## src/rtl/trojan_scan_if.sv

```systemverilog
// Signal bundle between the analysis host, the scan controller and the DUT/golden pair.
// fail_map is present only when TROJAN_SCAN_MAP_EN is defined.
interface trojan_scan_if #(
  parameter int IN_W  = 3,
  parameter int OUT_W = 4,
  parameter int CNT_W = 8
);
  logic             start;
  logic             abort;
  logic [IN_W-1:0]  dut_in;
  logic [OUT_W-1:0] dut_out;
  logic [OUT_W-1:0] gold_out;
  logic             busy;
  logic             done;
  logic [CNT_W-1:0] mismatch_cnt;
  logic             trojan_flag;
  logic [IN_W-1:0]  fail_vec;
  logic [OUT_W-1:0] fail_diff;
`ifdef TROJAN_SCAN_MAP_EN
  logic [(1<<IN_W)-1:0] fail_map;

  modport master (
    output start, abort, dut_out, gold_out,
    input  dut_in, busy, done, mismatch_cnt, trojan_flag, fail_vec, fail_diff, fail_map
  );
  modport slave (
    input  start, abort, dut_out, gold_out,
    output dut_in, busy, done, mismatch_cnt, trojan_flag, fail_vec, fail_diff, fail_map
  );
`else
  modport master (
    output start, abort, dut_out, gold_out,
    input  dut_in, busy, done, mismatch_cnt, trojan_flag, fail_vec, fail_diff
  );
  modport slave (
    input  start, abort, dut_out, gold_out,
    output dut_in, busy, done, mismatch_cnt, trojan_flag, fail_vec, fail_diff
  );
`endif
endinterface

```

## src/rtl/trojan_scan_ctrl.sv

```systemverilog
// Sweeps every input vector into a suspect/golden pair, compares after a settle time and
// records mismatches. Defining TROJAN_SCAN_MAP_EN adds a per-vector fail_map output.
module trojan_scan_ctrl #(
  parameter int IN_W   = 3,
  parameter int OUT_W  = 4,
  parameter int SETTLE = 2,
  parameter int PASSES = 1,
  parameter int CNT_W  = 8
) (
  input logic          clk,
  input logic          rst_n,
  trojan_scan_if.slave bus
);
  // state      | meaning
  // ST_IDLE    | waiting for an accepted start
  // ST_APPLY   | drive current vector onto dut_in
  // ST_SETTLE  | let both circuits settle for SETTLE cycles
  // ST_COMPARE | compare outputs, advance vector / pass
  // ST_DONE    | flag completion, park dut_in at 0

  localparam int SW = $clog2(SETTLE + 1);
  localparam int PW = $clog2(PASSES + 1);
  localparam logic [IN_W-1:0] VEC_LAST = {IN_W{1'b1}};

  typedef enum logic [2:0] {
    ST_IDLE, ST_APPLY, ST_SETTLE, ST_COMPARE, ST_DONE
  } state_t;

  state_t           state;
  logic [IN_W-1:0]  vec;
  logic [IN_W-1:0]  dut_in_q;
  logic [IN_W-1:0]  fail_vec_q;
  logic [SW-1:0]    settle_cnt;
  logic [PW-1:0]    pass;
  logic [OUT_W-1:0] diff;
  logic [OUT_W-1:0] fail_diff_q;
  logic [CNT_W-1:0] mismatch_cnt_q;
  logic             busy_q;
  logic             done_q;
  logic             seen;
  logic             accept;
  logic             cmp_fail;

  assign diff     = bus.dut_out ^ bus.gold_out;
  assign accept   = (state == ST_IDLE) && bus.start && !bus.abort;
  assign cmp_fail = (state == ST_COMPARE) && (diff != '0);

  always_ff @(posedge clk or negedge rst_n) begin
    if (!rst_n) begin
      state          <= ST_IDLE;
      vec            <= '0;
      dut_in_q       <= '0;
      settle_cnt     <= '0;
      pass           <= '0;
      busy_q         <= 1'b0;
      done_q         <= 1'b0;
      mismatch_cnt_q <= '0;
      fail_vec_q     <= '0;
      fail_diff_q    <= '0;
      seen           <= 1'b0;
    end else begin
      case (state)
        ST_IDLE: begin
          if (accept) begin
            state          <= ST_APPLY;
            busy_q         <= 1'b1;
            done_q         <= 1'b0;
            mismatch_cnt_q <= '0;
            fail_vec_q     <= '0;
            fail_diff_q    <= '0;
            seen           <= 1'b0;
            vec            <= '0;
            pass           <= '0;
            settle_cnt     <= '0;
          end
        end
        ST_APPLY: begin
          dut_in_q   <= vec;
          settle_cnt <= SW'(SETTLE - 1);
          state      <= ST_SETTLE;
        end
        ST_SETTLE: begin
          if (settle_cnt == '0) state <= ST_COMPARE;
          else                  settle_cnt <= settle_cnt - 1'b1;
        end
        ST_COMPARE: begin
          if (cmp_fail) begin
            if (mismatch_cnt_q != {CNT_W{1'b1}}) mismatch_cnt_q <= mismatch_cnt_q + 1'b1;
            // only the first failure of a scan is kept for diagnosis
            if (!seen) begin
              seen        <= 1'b1;
              fail_vec_q  <= vec;
              fail_diff_q <= diff;
            end
          end
          if (vec != VEC_LAST) begin
            vec   <= vec + 1'b1;
            state <= ST_APPLY;
          end else begin
            vec <= '0;
            if (pass != PW'(PASSES - 1)) begin
              pass  <= pass + 1'b1;
              state <= ST_APPLY;
            end else begin
              state <= ST_DONE;
            end
          end
        end
        ST_DONE: begin
          done_q   <= 1'b1;
          dut_in_q <= '0;
          busy_q   <= 1'b0;
          state    <= ST_IDLE;
        end
        default: state <= ST_IDLE;
      endcase
      // abort overrides the step above but lets a same-cycle compare count
      if (state != ST_IDLE && bus.abort) begin
        state    <= ST_IDLE;
        busy_q   <= 1'b0;
        done_q   <= 1'b0;
        dut_in_q <= '0;
      end
    end
  end

`ifdef TROJAN_SCAN_MAP_EN
  logic [(1<<IN_W)-1:0] fail_map_q;

  always_ff @(posedge clk or negedge rst_n) begin
    if (!rst_n)        fail_map_q      <= '0;
    else if (accept)   fail_map_q      <= '0;
    else if (cmp_fail) fail_map_q[vec] <= 1'b1;
  end

  assign bus.fail_map = fail_map_q;
`endif

  assign bus.dut_in       = dut_in_q;
  assign bus.busy         = busy_q;
  assign bus.done         = done_q;
  assign bus.mismatch_cnt = mismatch_cnt_q;
  assign bus.trojan_flag  = (mismatch_cnt_q != '0);
  assign bus.fail_vec     = fail_vec_q;
  assign bus.fail_diff    = fail_diff_q;
endmodule

```

## src/flat_wrapper.sv

```systemverilog
// flat-port wrapper written by rule: the top's interface ports become plain ports
module trojan_scan_ctrl_flat 
#(
  parameter int IN_W   = 3,
  parameter int OUT_W  = 4,
  parameter int SETTLE = 2,
  parameter int PASSES = 1,
  parameter int CNT_W  = 8
)
  (clk, rst_n, bus_start, bus_abort, bus_dut_out, bus_gold_out, bus_dut_in, bus_busy, bus_done, bus_mismatch_cnt, bus_trojan_flag, bus_fail_vec, bus_fail_diff);
  trojan_scan_if #(.IN_W(IN_W), .OUT_W(OUT_W), .CNT_W(CNT_W)) bus_i ();
  input logic clk;
  input logic rst_n;
  input wire logic [$bits(bus_i.start)-1:0] bus_start;
  input wire logic [$bits(bus_i.abort)-1:0] bus_abort;
  input wire logic [$bits(bus_i.dut_out)-1:0] bus_dut_out;
  input wire logic [$bits(bus_i.gold_out)-1:0] bus_gold_out;
  output wire logic [$bits(bus_i.dut_in)-1:0] bus_dut_in;
  output wire logic [$bits(bus_i.busy)-1:0] bus_busy;
  output wire logic [$bits(bus_i.done)-1:0] bus_done;
  output wire logic [$bits(bus_i.mismatch_cnt)-1:0] bus_mismatch_cnt;
  output wire logic [$bits(bus_i.trojan_flag)-1:0] bus_trojan_flag;
  output wire logic [$bits(bus_i.fail_vec)-1:0] bus_fail_vec;
  output wire logic [$bits(bus_i.fail_diff)-1:0] bus_fail_diff;
  assign bus_i.start = bus_start;
  assign bus_i.abort = bus_abort;
  assign bus_i.dut_out = bus_dut_out;
  assign bus_i.gold_out = bus_gold_out;
  assign bus_dut_in = bus_i.dut_in;
  assign bus_busy = bus_i.busy;
  assign bus_done = bus_i.done;
  assign bus_mismatch_cnt = bus_i.mismatch_cnt;
  assign bus_trojan_flag = bus_i.trojan_flag;
  assign bus_fail_vec = bus_i.fail_vec;
  assign bus_fail_diff = bus_i.fail_diff;
  trojan_scan_ctrl #(.IN_W(IN_W), .OUT_W(OUT_W), .SETTLE(SETTLE), .PASSES(PASSES), .CNT_W(CNT_W)) u_core (.clk(clk), .rst_n(rst_n), .bus(bus_i));
endmodule
```

## config.mk

```make
export PLATFORM = sky130hd
export DESIGN_NAME = trojan_scan_ctrl_flat
export DESIGN_NICKNAME = d
export VERILOG_FILES = /design/src/rtl/trojan_scan_if.sv /design/src/rtl/trojan_scan_ctrl.sv /design/src/flat_wrapper.sv
export SDC_FILE = /design/constraint.sdc
export NUM_CORES = 1
export LEC_CHECK = 0
export BUFFER_PORTS_ARGS = -buffer_cell sky130_fd_sc_hd__buf_2
export CELL_PAD_IN_SITES_DETAIL_PLACEMENT = 1
export CELL_PAD_IN_SITES_GLOBAL_PLACEMENT = 1
export CORE_UTILIZATION = 38
export DETAILED_ROUTE_END_ITERATION = 16
export PLACE_DENSITY = 0.85
export SLEW_MARGIN = 15
export SYNTH_ARGS = -nofsm -noshare
export SYNTH_HDL_FRONTEND = slang
export SYNTH_SLANG_ARGS = --single-unit
```

## constraint.sdc

```tcl
create_clock -name clk -period 1.35 [get_ports clk]
set_input_delay 0 -clock clk [delete_from_list [all_inputs] [get_ports clk]]
set_output_delay 0 -clock clk [all_outputs]
set_load 0.02 [all_outputs]
```

# ---- Word level (Yosys, flattened, before mapping)
# Index checks and enable logic that the tools add are counted.
# Widths: inputs -> output; s select.
dict set report op_classes {
  addsub 4
  mul 0
  div_mod_pow 0
  n_lt_le_gt_ge 0
  eq_ne 14
  n_shift 0
  mux 36
  bitwise_logic 1
  reduce_logical 22
}
# operator n
set ops {}
lappend ops {{$mux 3} 10}
lappend ops {{$mux 8} 3}
lappend ops {{$pmux 3 s2} 3}
lappend ops {{$pmux 8 s2} 1}
lappend ops {{$mux 4} 3}
lappend ops {{$pmux 3 s4} 1}
lappend ops {{$reduce_bool 3->1} 4}
lappend ops {{$reduce_and 3->1} 3}
lappend ops {{$add 8x1->8 const B} 1}
lappend ops {{$ne 2x2->1 const B} 4}
lappend ops {{$ne 8x8->1 const B} 1}
lappend ops {{$pmux 1 s2} 4}
lappend ops {{$pmux 4 s2} 1}
lappend ops {{$reduce_and 4->1} 2}
lappend ops {{$reduce_bool 8->1} 1}
lappend ops {{$mux 1} 7}
lappend ops {{$eq 3x2->1 const B} 2}
lappend ops {{$pmux 2 s3} 1}
lappend ops {{$reduce_and 2->1} 3}
lappend ops {{$logic_and 1x1->1} 4}
lappend ops {{$mux 2} 2}
lappend ops {{$ne 2x1->1 const B} 2}
lappend ops {{$reduce_bool 4->1} 1}
lappend ops {{$xor 4x4->4} 1}
lappend ops {{12 further kinds} 12}
dict set report totals {
  regBits 30
  latch_bits 0
  ramBits 0
  mem_bits_ro 0
  input_bits 12
  out_inout_bits 21
  n_memories 0
}

# ---- Depth between registers and ports, before layout
dict set report logic_depth {
  depth_word 6
  ltp_mapped 6
}

# ---- Least setup slack after synthesis
# OpenSTA, ideal clock, no wires.
dict set report synth_timing {
  path_kind {register to register}
  from {register u_core.mismatch_cnt_q[0] (netlist: u_core.bus.mismatch_cnt[0])}
  to {register u_core.mismatch_cnt_q[1] (netlist: u_core.bus.mismatch_cnt[1])}
  setup_ps 79
  arrival_ps 1458
  path_slack_ps -187
  path_stages_with_launch 6
  n_path_buf 0
  synth_period_minus_slack_ps 1537
  cell_sequence {dfrtp_1 ha_1 and3_1 nand2_1 a2bb2oi_4 mux2i_1}
}
dict set report synth_via {
  elab_chain_len 4
  elab_cells_between_ends 7
}
# element line
set synth_rtl {}
lappend synth_rtl {{from (decl)} trojan_scan_ctrl.sv:37} ;# logic [CNT_W-1:0] mismatch_cnt_q;
lappend synth_rtl {{from (signal assigned)} trojan_scan_ctrl.sv:88} ;# if (mismatch_cnt_q != {CNT_W{1'b1}}) mismatch_cnt_q <= mismatch_cnt_q + 1'b1;
lappend synth_rtl {{$add 8x1->8} trojan_scan_ctrl.sv:88}
lappend synth_rtl {{$mux 8} trojan_scan_ctrl.sv:88}
lappend synth_rtl {{$mux 8} trojan_scan_ctrl.sv:87} ;# if (cmp_fail) begin
lappend synth_rtl {{$pmux 8 s2} trojan_scan_ctrl.sv:62} ;# case (state)
# Parallel ways exist; a longest one is shown, timed or not. The select of a mux whose other input is x is not followed.
# A chain may end at the register's enable or synchronous reset.

# ---- Worst setup path after layout
dict set report layout_timing {
  from {register u_core.settle_cnt[1]}
  to {register u_core.settle_cnt[1]}
}
dict set report layout_via {
  elab_chain_len 3
  elab_cells_between_ends 6
}
# element line
set layout_rtl {}
lappend layout_rtl {{from (decl)} trojan_scan_ctrl.sv:33} ;# logic [SW-1:0] settle_cnt;
lappend layout_rtl {{from (signal assigned)} trojan_scan_ctrl.sv:79} ;# settle_cnt <= SW'(SETTLE - 1);
lappend layout_rtl {{from (signal assigned)} trojan_scan_ctrl.sv:84} ;# else settle_cnt <= settle_cnt - 1'b1;
lappend layout_rtl {{$sub 2x1->2 or $logic_not 2->1 (tied branches)} {trojan_scan_ctrl.sv:84, trojan_scan_ctrl.sv:83}}
lappend layout_rtl {{$mux 2 or $ne 2x2->1 (tied branches)} --}
lappend layout_rtl {{$pmux 2 s3 or $reduce_and 3->1 (tied branches)} --}
# Parallel ways exist; a longest one is shown, timed or not. The select of a mux whose other input is x is not followed.

==> flow_metrics.tcl <==
set metrics [dict create \
    insertion_delay_ps 290 \
    yosysUniqueCellTypes 48 \
    totalWireLength_mm 5.77 \
    async_flop_share_pct 100 \
    syn_inst 164 \
    switching_share_pct 35.4 \
    dr_wl_met2_mm 3.10 \
    ys_seq_area_share_pct 44.0 \
    grt_pass1_vias 1634 \
    fin_crit_sh_pct 110 \
    critPathKind "flip-flop to flip-flop" \
    track_usage_pct 24.7 \
    globalRouteOverflowTotal 0 \
    die_x_um 67.9 \
    drtIter0Drc 130 \
    p_clk_share_pct 23.8 \
    internal_power_mw 1.91 \
    port-buffer-count 32 \
    grt_start_max_net_pins 30 \
    top_layer_used "met4" \
    fp.dieH_um 67.9 \
    fin_nets 257 \
    drive_above_1_share_pct 48.5 \
    place_congestion 0.826 \
    required_ps 1510 \
    met1_length_mm 2.31 \
    numCtsBuffers 5 \
    clock-sinks 29 \
    slew_headroom_pct 53.6 \
    slew_violations 0 \
    coreArea_mm2 0.00409 \
    critPathSlowestCell "dfrtp_1" \
    drtAntennaViolNets 0 \
    critPathCaptureType "flip-flop" \
    hold_viol_final 0 \
    drcViolationCount 0 \
    setup_viol 19 \
    diodes 0 \
    wl_per_cell_um 19.8 \
    dpl.hpwl_mm 3.67 \
    layout_common_cells "buf_4, buf_2, dfrtp_1" \
    ys_warn_count 0 \
    syn_to_final_growth_pct 45.0 \
    antenna_found_initial 0 \
    p_sw_mw 1.05 \
    final_util_pct 58.6 \
    crit_chain "inv_2 -> ha_2 -> or2_0 -> a21oi_2 -> mux2_4" \
    tightest_slew_ps 696 \
    ys_ff_latch 29 \
    start_util_pct 40.4 \
    io_pins 33 \
    crit_fanout 2 \
    fmax_mhz 675 \
    cts_root_buf "clkbuf_8" \
    crit_family "flip-flops" \
    p_comb_share_pct 38.7 \
    vias_per_cell 5.65 \
    rsz0062_at_grt "true" \
    synth_area_per_cell_um2 10.1 \
    worst_setup_path_start_kind "flip-flop" \
    htree_levels 2 \
    dr_wl_met3_um 213 \
    synthesis.nets 181 \
    stdcell_area_mm2 0.00239 \
    cap_violations 0 \
    crit_path_max_incr_delay_ps 370 \
    place_area_mm2 0.00210 \
    syn-cell-area_mm2 0.00165 \
    rows 23 \
    cts_tree "built" \
    status "finished, violations left" \
    synth_edf_count 0 \
    period_minus_slack_ps 1480 \
    leakagePower_nw 1.13 \
    hp-class "input port to flip-flop" \
    synthFlopType "dfrtp_1" \
    place_ws_ps -155 \
    dr.pass1.iters 4 \
    power.density_mw_per_mm2 1240 \
    dieArea_mm2 0.00461 \
    arrival_ps 1640 \
    path_clk_slew_ps 60 \
    clock_path_buffers 2 \
    ir_drop_uv 810 \
    fin_worst_skew_ps 12.3 \
    p_total_mw 2.96 \
    share_seq_of_total_power_pct 37.5 \
    fin_ws_ps -130 \
    grt_pass1_wl_mm 8.20 \
    vias 1645 \
    violations "negative setup slack" \
    final_common_cell "buf_4" \
    critPathBufInv 1 \
]
==> registers in the layout, summed over array words and instances (netlist names) <==
name                     cells
u_core.state                 3
u_core.bus.fail_diff         4
u_core.vec                   3
u_core.seen                  1
u_core.settle_cnt            2
u_core.bus.fail_vec          3
u_core.bus.busy              1
u_core.bus.dut_in            3
u_core.bus.mismatch_cnt      8
u_core.bus.done              1
==> per-layer routing <==
metal | up-vias | GRT usage, %
met1 | 837 | 29.7
met5 | - | 0
li1 | 743 | -
met4 | 0 | 8.59
met3 | 14 | 4.67
met2 | 51 | 43.7
==> final cells by class <==
type	count	area, um^2
clock buffer	8	80.1
sequential	29	732
tap	50	62.6
timing repair buffer	76	522
multi-input combinational	116	950
inverter	12	47.5
fill	472	1690
==> timing repair <==
action | CTS | global route
hold endpoints to repair | 29 | 0
hold buffers | 1 | 0
resized for setup | 16 | 19
setup buffers | 5 | 3
endpoints found under the setup margin | 19 | 21
pin swaps | 7 | 9
==> tightest hold or removal path: stages <==
cell    delay (ps)
buf_2          140
inv_1           90
a32o_1         130
==> power groups by stage <==
stage | clock, mW | sequential (mW) | combinational [mW]
after floorplan | 0 | 1.19 | 0.435
after global placement | 0 | 1.10 | 0.869
after detailed placement | 0 | 1.11 | 0.911
after CTS | 0.704 | 1.10 | 1.05
after global routing | 0.744 | 1.13 | 1.23
final | 0.705 | 1.11 | 1.15
==> worst paths after layout <==
path,from,to,slack [ps],cells after the start
setup / recovery,u_core.settle_cnt[1]$_DFFE_PN0P_,u_core.settle_cnt[1]$_DFFE_PN0P_,-130,5
hold / removal,bus_abort,u_core.bus.busy$_DFFE_PN0P_,120,3
setup reg to reg,u_core.settle_cnt[1]$_DFFE_PN0P_,u_core.settle_cnt[1]$_DFFE_PN0P_,-130,5
hold reg to reg,u_core.bus.fail_diff[1]$_DFFE_PN0P_,u_core.bus.fail_diff[1]$_DFFE_PN0P_,530,2
max in group asynchronous,rst_n,u_core.state[0]$_DFFE_PN0P_,550,2
min in group asynchronous,rst_n,u_core.bus.mismatch_cnt[6]$_DFFE_PN0P_,300,2
==> through the flow <==
step | hold slack [ps] | setup TNS (ps) | instances
2_1_floorplan | -296 | -656 | 164
3_3_place_gp | 67.8 | -363 | 274
3_5_place_dp | 78.5 | -1480 | 274
4_1_cts | 119 | -1180 | 288
5_1_grt | 139 | -2750 | 291
6_report | 124 | -1360 | 291
==> cells in the mapped netlist, types with 2 or more instances <==
library cell | n | area, um^2
o21ai_0 | 3 | 15.0
and3_1 | 2 | 12.5
nor2_2 | 2 | 12.5
a41oi_1 | 3 | 26.3
a31oi_1 | 3 | 18.8
nand3_1 | 10 | 50.1
ha_1 | 5 | 62.6
clkbuf_2 | 2 | 10.0
a21oi_1 | 2 | 10.0
nand2_1 | 18 | 67.6
mux2_2 | 2 | 22.5
inv_1 | 12 | 45.0
nand2b_1 | 2 | 12.5
nor3_1 | 2 | 10.0
mux2i_1 | 7 | 70.1
buf_4 | 2 | 15.0
and4_1 | 2 | 17.5
o2111ai_1 | 3 | 26.3
nor2b_1 | 2 | 12.5
o31ai_1 | 2 | 15.0
nor2_1 | 9 | 33.8
a32o_1 | 2 | 20.0
o21ai_1 | 8 | 40.0
a22o_1 | 3 | 26.3
xnor2_1 | 4 | 35.0
nand3b_1 | 2 | 15.0
dfrtp_1 | 29 | 726
==> logic make-up after synthesis <==
| logic type | after synthesis | share of synthesized area, % |
|---|---|---|
| XOR/XNOR | 4 | 2.12 |
| flip-flops | 29 | 44.0 |
| adder cells (fa/ha/maj) | 5 | 3.79 |
| AND/OR/NAND/NOR | 59 | 20.0 |
| AO/OA/AOI/OAI | 39 | 19.0 |
| multiplexers | 9 | 5.61 |
| buffers and inverters | 19 | 5.46 |
Note: power is estimated with default switching activity, not from simulation.
